File: config.mk
export PLATFORM = sky130hd
export DESIGN_NAME = shift_add_mult
export DESIGN_NICKNAME = d
export VERILOG_FILES = /design/src/rtl/shift_add_mult.sv
export SDC_FILE = /design/constraint.sdc
export NUM_CORES = 1
export LEC_CHECK = 0
export ABC_AREA = 1
export CAP_MARGIN = 40
export CORE_ASPECT_RATIO = 0.5
export CORE_UTILIZATION = 25
export DETAILED_ROUTE_END_ITERATION = 10
export GPL_TIMING_DRIVEN = 1
export PLACE_DENSITY = 0.57
export SETUP_SLACK_MARGIN = 0.4
export SLEW_MARGIN = 20
export SYNTH_ARGS = -nofsm -noshare
export SYNTH_HDL_FRONTEND = slang
export SYNTH_SLANG_ARGS = --single-unit
export TNS_END_PERCENT = 30
File: constraint.sdc
create_clock -name clk -period 10.53 [get_ports clk]
set_clock_uncertainty 0.1 [all_clocks]
set_input_delay 1.5795 -clock clk [delete_from_list [all_inputs] [get_ports clk]]
set_output_delay 1.5795 -clock clk [all_outputs]
set_load 0.01 [all_outputs]
File: src/rtl/shift_add_mult.sv
// Iterative unsigned WIDTHxWIDTH shift-and-add multiplier. It drives an external
// carry-lookahead adder and folds the adder's sum and carry-out back in on every step.
module shift_add_mult #(
    parameter int WIDTH = 32
) (
    input  logic                 clk,
    input  logic                 rst,
    input  logic                 start,
    input  logic [WIDTH-1:0]     mcand,
    input  logic [WIDTH-1:0]     mplier,
    output logic                 busy,
    output logic                 done,
    output logic [2*WIDTH-1:0]   product,
    output logic [WIDTH-1:0]     add_a,
    output logic [WIDTH-1:0]     add_b,
    output logic                 add_ci,
    input  logic [WIDTH-1:0]     add_sum,
    input  logic                 add_co
);

    localparam int CW = $clog2(WIDTH);
    localparam logic [CW-1:0] LAST = CW'(WIDTH - 1);

    typedef enum logic [1:0] {IDLE = 2'd0, RUN = 2'd1, DONE = 2'd2} state_t;

    state_t             state_q, state_d;
    logic [WIDTH-1:0]   mc_q, mc_d;
    logic [WIDTH-1:0]   acc_hi_q, acc_hi_d;
    logic [WIDTH-1:0]   acc_lo_q, acc_lo_d;
    logic [CW-1:0]      cnt_q, cnt_d;
    logic [2*WIDTH-1:0] product_q, product_d;

    always_ff @(posedge clk or posedge rst) begin
        if (rst) begin
            state_q <= IDLE;
        end else begin
            state_q <= state_d;
        end
    end

    // DONE accepts a new start just like IDLE, which is what allows back-to-back runs.
    always_comb begin
        state_d = state_q;
        case (state_q)
            IDLE:    if (start) state_d = RUN;
            RUN:     if (cnt_q == LAST) state_d = DONE;
            DONE:    state_d = start ? RUN : IDLE;
            default: state_d = IDLE;
        endcase
    end

    always_comb begin
        busy   = 1'b0;
        done   = 1'b0;
        add_a  = '0;
        add_b  = '0;
        add_ci = 1'b0;
        case (state_q)
            RUN: begin
                busy  = 1'b1;
                add_a = acc_hi_q;
                add_b = acc_lo_q[0] ? mc_q : '0;
            end
            DONE:    done = 1'b1;
            default: ;
        endcase
    end

    // The carry-out becomes the new top bit of the 65-bit partial product before the shift.
    always_comb begin
        mc_d      = mc_q;
        acc_hi_d  = acc_hi_q;
        acc_lo_d  = acc_lo_q;
        cnt_d     = cnt_q;
        product_d = product_q;
        if (state_q == RUN) begin
            {acc_hi_d, acc_lo_d} = {add_co, add_sum, acc_lo_q[WIDTH-1:1]};
            cnt_d = cnt_q + CW'(1);
            if (cnt_q == LAST) begin
                product_d = {add_co, add_sum, acc_lo_q[WIDTH-1:1]};
            end
        end else if (start) begin
            mc_d     = mcand;
            acc_hi_d = '0;
            acc_lo_d = mplier;
            cnt_d    = '0;
        end
    end

    always_ff @(posedge clk or posedge rst) begin
        if (rst) begin
            mc_q      <= '0;
            acc_hi_q  <= '0;
            acc_lo_q  <= '0;
            cnt_q     <= '0;
            product_q <= '0;
        end else begin
            mc_q      <= mc_d;
            acc_hi_q  <= acc_hi_d;
            acc_lo_q  <= acc_lo_d;
            cnt_q     <= cnt_d;
            product_q <= product_d;
        end
    end

    assign product = product_q;

endmodule
== Word-level counts from Yosys, hierarchy flattened ==
Index checks and enable logic that the tools add are counted.
Storage, ports and cells
  bits of input ports: 100
  word-level logic and storage cells: 33
  register bits: 167
  output and inout port bits: 131
Cells by class
  reduce and logical (&&, ||, !) cells: 5
  eq/ne operators: 5
  $add $sub $neg: 1
  bitwise gates (word level): 1
  mux-type cells: 15
Operators with widths (number)
  $mux 32: 7
  $mux 5: 2
  $pmux 2 s3: 1
  $reduce_and 2->1: 3
  $add 5x1->5 const B: 1
  $eq 5x5->1 const B: 1
  $mux 2: 2
  $mux 1: 3
  $eq 2x1->1 const B: 1
  $eq 2x2->1 const B: 1
  $logic_not 2->1: 1
  $ne 2x1->1 const B: 1
  $ne 2x2->1 const B: 1
  $reduce_bool 2->1: 1
  $not 1->1: 1

== Longest topological paths before layout ==
  depth after elaboration: 3
  mapped depth: 9
  gate-level depth less buffers: 8

== Worst setup path after synthesis ==
No wires, ideal clock.
  kind: reg2out
  start: reg acc_lo_q[0]
  end: out add_b[11]
  data required time: 8851 ps
  stages on the path, launching flop included: 5
  buffers on the path: 2
  slack: 7773 ps
  data arrival time: 1078 ps
  cells stage by stage: dfrtp_1 clkbuf_1 clkbuf_1 nand2_1 nor2_1
On the way
  cells in the longest elaborated chain, start to end: 2
Ends and longest elaborated chain
  from (decl): RTL line 29  | logic [WIDTH-1:0] acc_lo_q, acc_lo_d;
  from (signal assigned): RTL line 100  | acc_lo_q <= acc_lo_d;
  $mux 32: RTL line 62  | add_b = acc_lo_q[0] ? mc_q : '0;
  $mux 32: RTL line 58  | case (state_q)
  to (decl): RTL line 15  | output logic [WIDTH-1:0] add_b,
Every way passes these cells.

== Worst setup path after layout ==
  start: reg state_q[1]
  end: out add_a[21]
On the way
  cells in the longest elaborated chain, start to end: 2
Ends and longest elaborated chain
  from (decl): RTL line 26  | state_t state_q, state_d;
  from (signal assigned): RTL line 37  | state_q <= state_d;
  $eq 2x1->1: RTL line 58
  $mux 32: RTL line 58
  to (decl): RTL line 14  | output logic [WIDTH-1:0] add_a,
Every way passes these cells.

==> metrics.yaml <==
placement:
  dp.final_hpwl_um: 14900
  gp_congestion: 0.808
  io_buffers: 229
grt:
  grt_pass1_vias: 5963
  grt_usage: 0.152
  grt_max_degree: 75
  grt_pass1_wl_um: 33300
  antenna_found_initial: 0
  grt-ovfl-total: 0
power:
  finalPower_uw: 2900
  p_comb_frac: 0.414
  pwr-share-clk: 0.215
  p_leak_uw: 0.00480
  switchingPower_uw: 1030
  swShare: 0.356
  power_frac_seq: 0.372
  intPower_uw: 1870
  ir_drop_v: 0.000126
  p_per_area_mw_per_mm2: 283
min_path:
  min_path_type: "reg -> reg"
floorplanning:
  die_h_um: 120
  die-area_mm2: 0.0284
  die_width_um: 238
  start_util: 0.258
  ios: 231
  rows: 42
  design.core.area_mm2: 0.0269
drt:
  route.detailed.drc: 0
  via_per_inst: 4.27
  routedWlPerCell_um: 14.8
  route.vias.total: 6074
  wl_um: 21100
  ant_nets: 0
  firstDrtPassIters: 5
  drt_iter0_markers: 409
layout:
  drive_gt1_frac: 0.0477
  layout_common_cells: "nand2_1, clkdlybuf4s50_1, dfrtp_1"
  area_growth_pct: 47.7
  nets: 1137
  diodes: 0
  n_fill_cell: 2713
  final_common_cell: "nand2_1"
clocking:
  worstSkewPairLatency_ns: 0.44
  post-cts-setup-buffers: 0
  cts.sinks: 167
  clock_path_buffers: 2
  root_buffer: "clkbuf_16"
  ctsResizeCount: 0
  cts_hold_buf: 0
  htree_num_levels: 4
  clkTransAtPathRegs_ns: 0.07
  cts_buffers: 17
  tritoncts: "yes"
sta:
  grt_setup_unrepaired: "false"
  final-hold-violation-count: 0
  relSlewSlack: 0.515
  fmax_mhz: 225
  finalCriticalPeriod_ns: 4.44
  final.setup.tns_ns: 0
  drv_slew: 0
  worstMarginPinSlew_ns: 0.727
  finalSetupViolCount: 0
  whs_ns: 0.379
  fin_crit_sh: 0.421
logic_synthesis:
  synth_area_mm2: 0.00693
  netlist_instances: 824
  synth_area_per_cell_um2: 8.42
  yosysSeqAreaShare: 0.603
  ys_ff_latch: 167
  yosys.cell_types.count: 20
  ys_warn_count: 0
  syn_nets: 926
job:
  max_cap_viol_count: 0
setup_path:
  critPathArrivalTime_ns: 2.76
  critPathCaptureType: "output port"
  path_cells: "inv_1 > nand2_4 > buf_4 > nor2_1 > clkdlybuf4s50_1"
  slowest_delay_ns: 0.69
  r2r_slack_ns: 8.08
  crit_type: "reg -> out"
  critPathLaunchType: "flop"
  required_ns: 8.85
  crit_slowest_cell: "buf_4"
  path_max_fanout: 65
status:
  status: "complete, no violations"
[metrics by stage]
stage           util  instance area [um^2]  instances  setup slack, ns
2_1_floorplan      -                  6930        824             4.33
3_3_place_gp   0.355                  9540       1384             6.52
3_5_place_dp   0.360                  9660       1390             6.57
4_1_cts        0.381                 10200       1422             6.08
5_1_grt        0.381                 10200       1422             5.94
6_report       0.381                 10200       1422             6.09
[layer usage]
metal | vias to the layer above | wire length (um) | global-route usage
li1 | 2987 | - | -
met4 | 0 | 448 | 0.0569
met2 | 96 | 10900 | 0.260
met3 | 25 | 611 | 0.0373
met5 | - | 0 | 0
met1 | 2966 | 9150 | 0.187
[cell usage after synthesis (all sizes together)]
library cell  count  area (um^2)
nand3            67          335
conb              1         3.75
clkbuf           18         67.6
nand4             1         6.26
o22ai            33          206
nand2           316         1190
nor2             70          270
ha                2         25.0
a21oi             1         5.00
or2               1         6.26
o21ai            39          195
buf              31          156
dfrtp           167         4180
inv              77          289
[final timing paths]
path,start,end,depth (start not counted)
min in group asynchronous,rst,product[33],2
min,product[28],product[28],2
min reg2reg,product[28],product[28],2
max in group asynchronous,rst,product[31],5
max,state_q[1],add_a[21],5
max reg2reg,state_q[1],acc_hi_q[18],6
[area by class of cell]
cell class	count	area (um^2)	share of cell area
tap	374	468	0.0457
clock inverter	11	125	0.0122
clock buffer	21	450	0.0440
inverter	77	294	0.0287
multi-input combinational	531	2260	0.221
sequential	167	4180	0.408
timing repair buffer	241	2460	0.240
[power groups by stage]
stage,clock [uW],combinational (uW),sequential (uW)
3_3_place_gp,0,1170,1090
5_1_grt,671,1310,1110
3_5_place_dp,0,1220,1090
2_1_floorplan,0,554,1110
6_report,622,1200,1080
4_1_cts,639,1220,1080
[worst max-delay path: cells and delay by family (launching register included)]
kind	cells	cell delay, ns
buffers and inverters	3	1.30
and+or+nand+nor	2	0.58
DFF	1	0.40
[sequential cells by signal, indices dropped and copies added (netlist names)]
register	flops
product	64
acc_hi_q	32
state_q	2
acc_lo_q	32
cnt_q	5
mc_q	32
[logic make-up after synthesis]
kind of cell,count (synthesis),share of synthesized area
simple gates,455,0.261
flops,167,0.603
buf+inv,126,0.0740
compound gates,73,0.0586
fa+ha+maj,2,0.00361
other cells,1,0.000541
No activity file was read; power rests on OpenSTA's default activity.
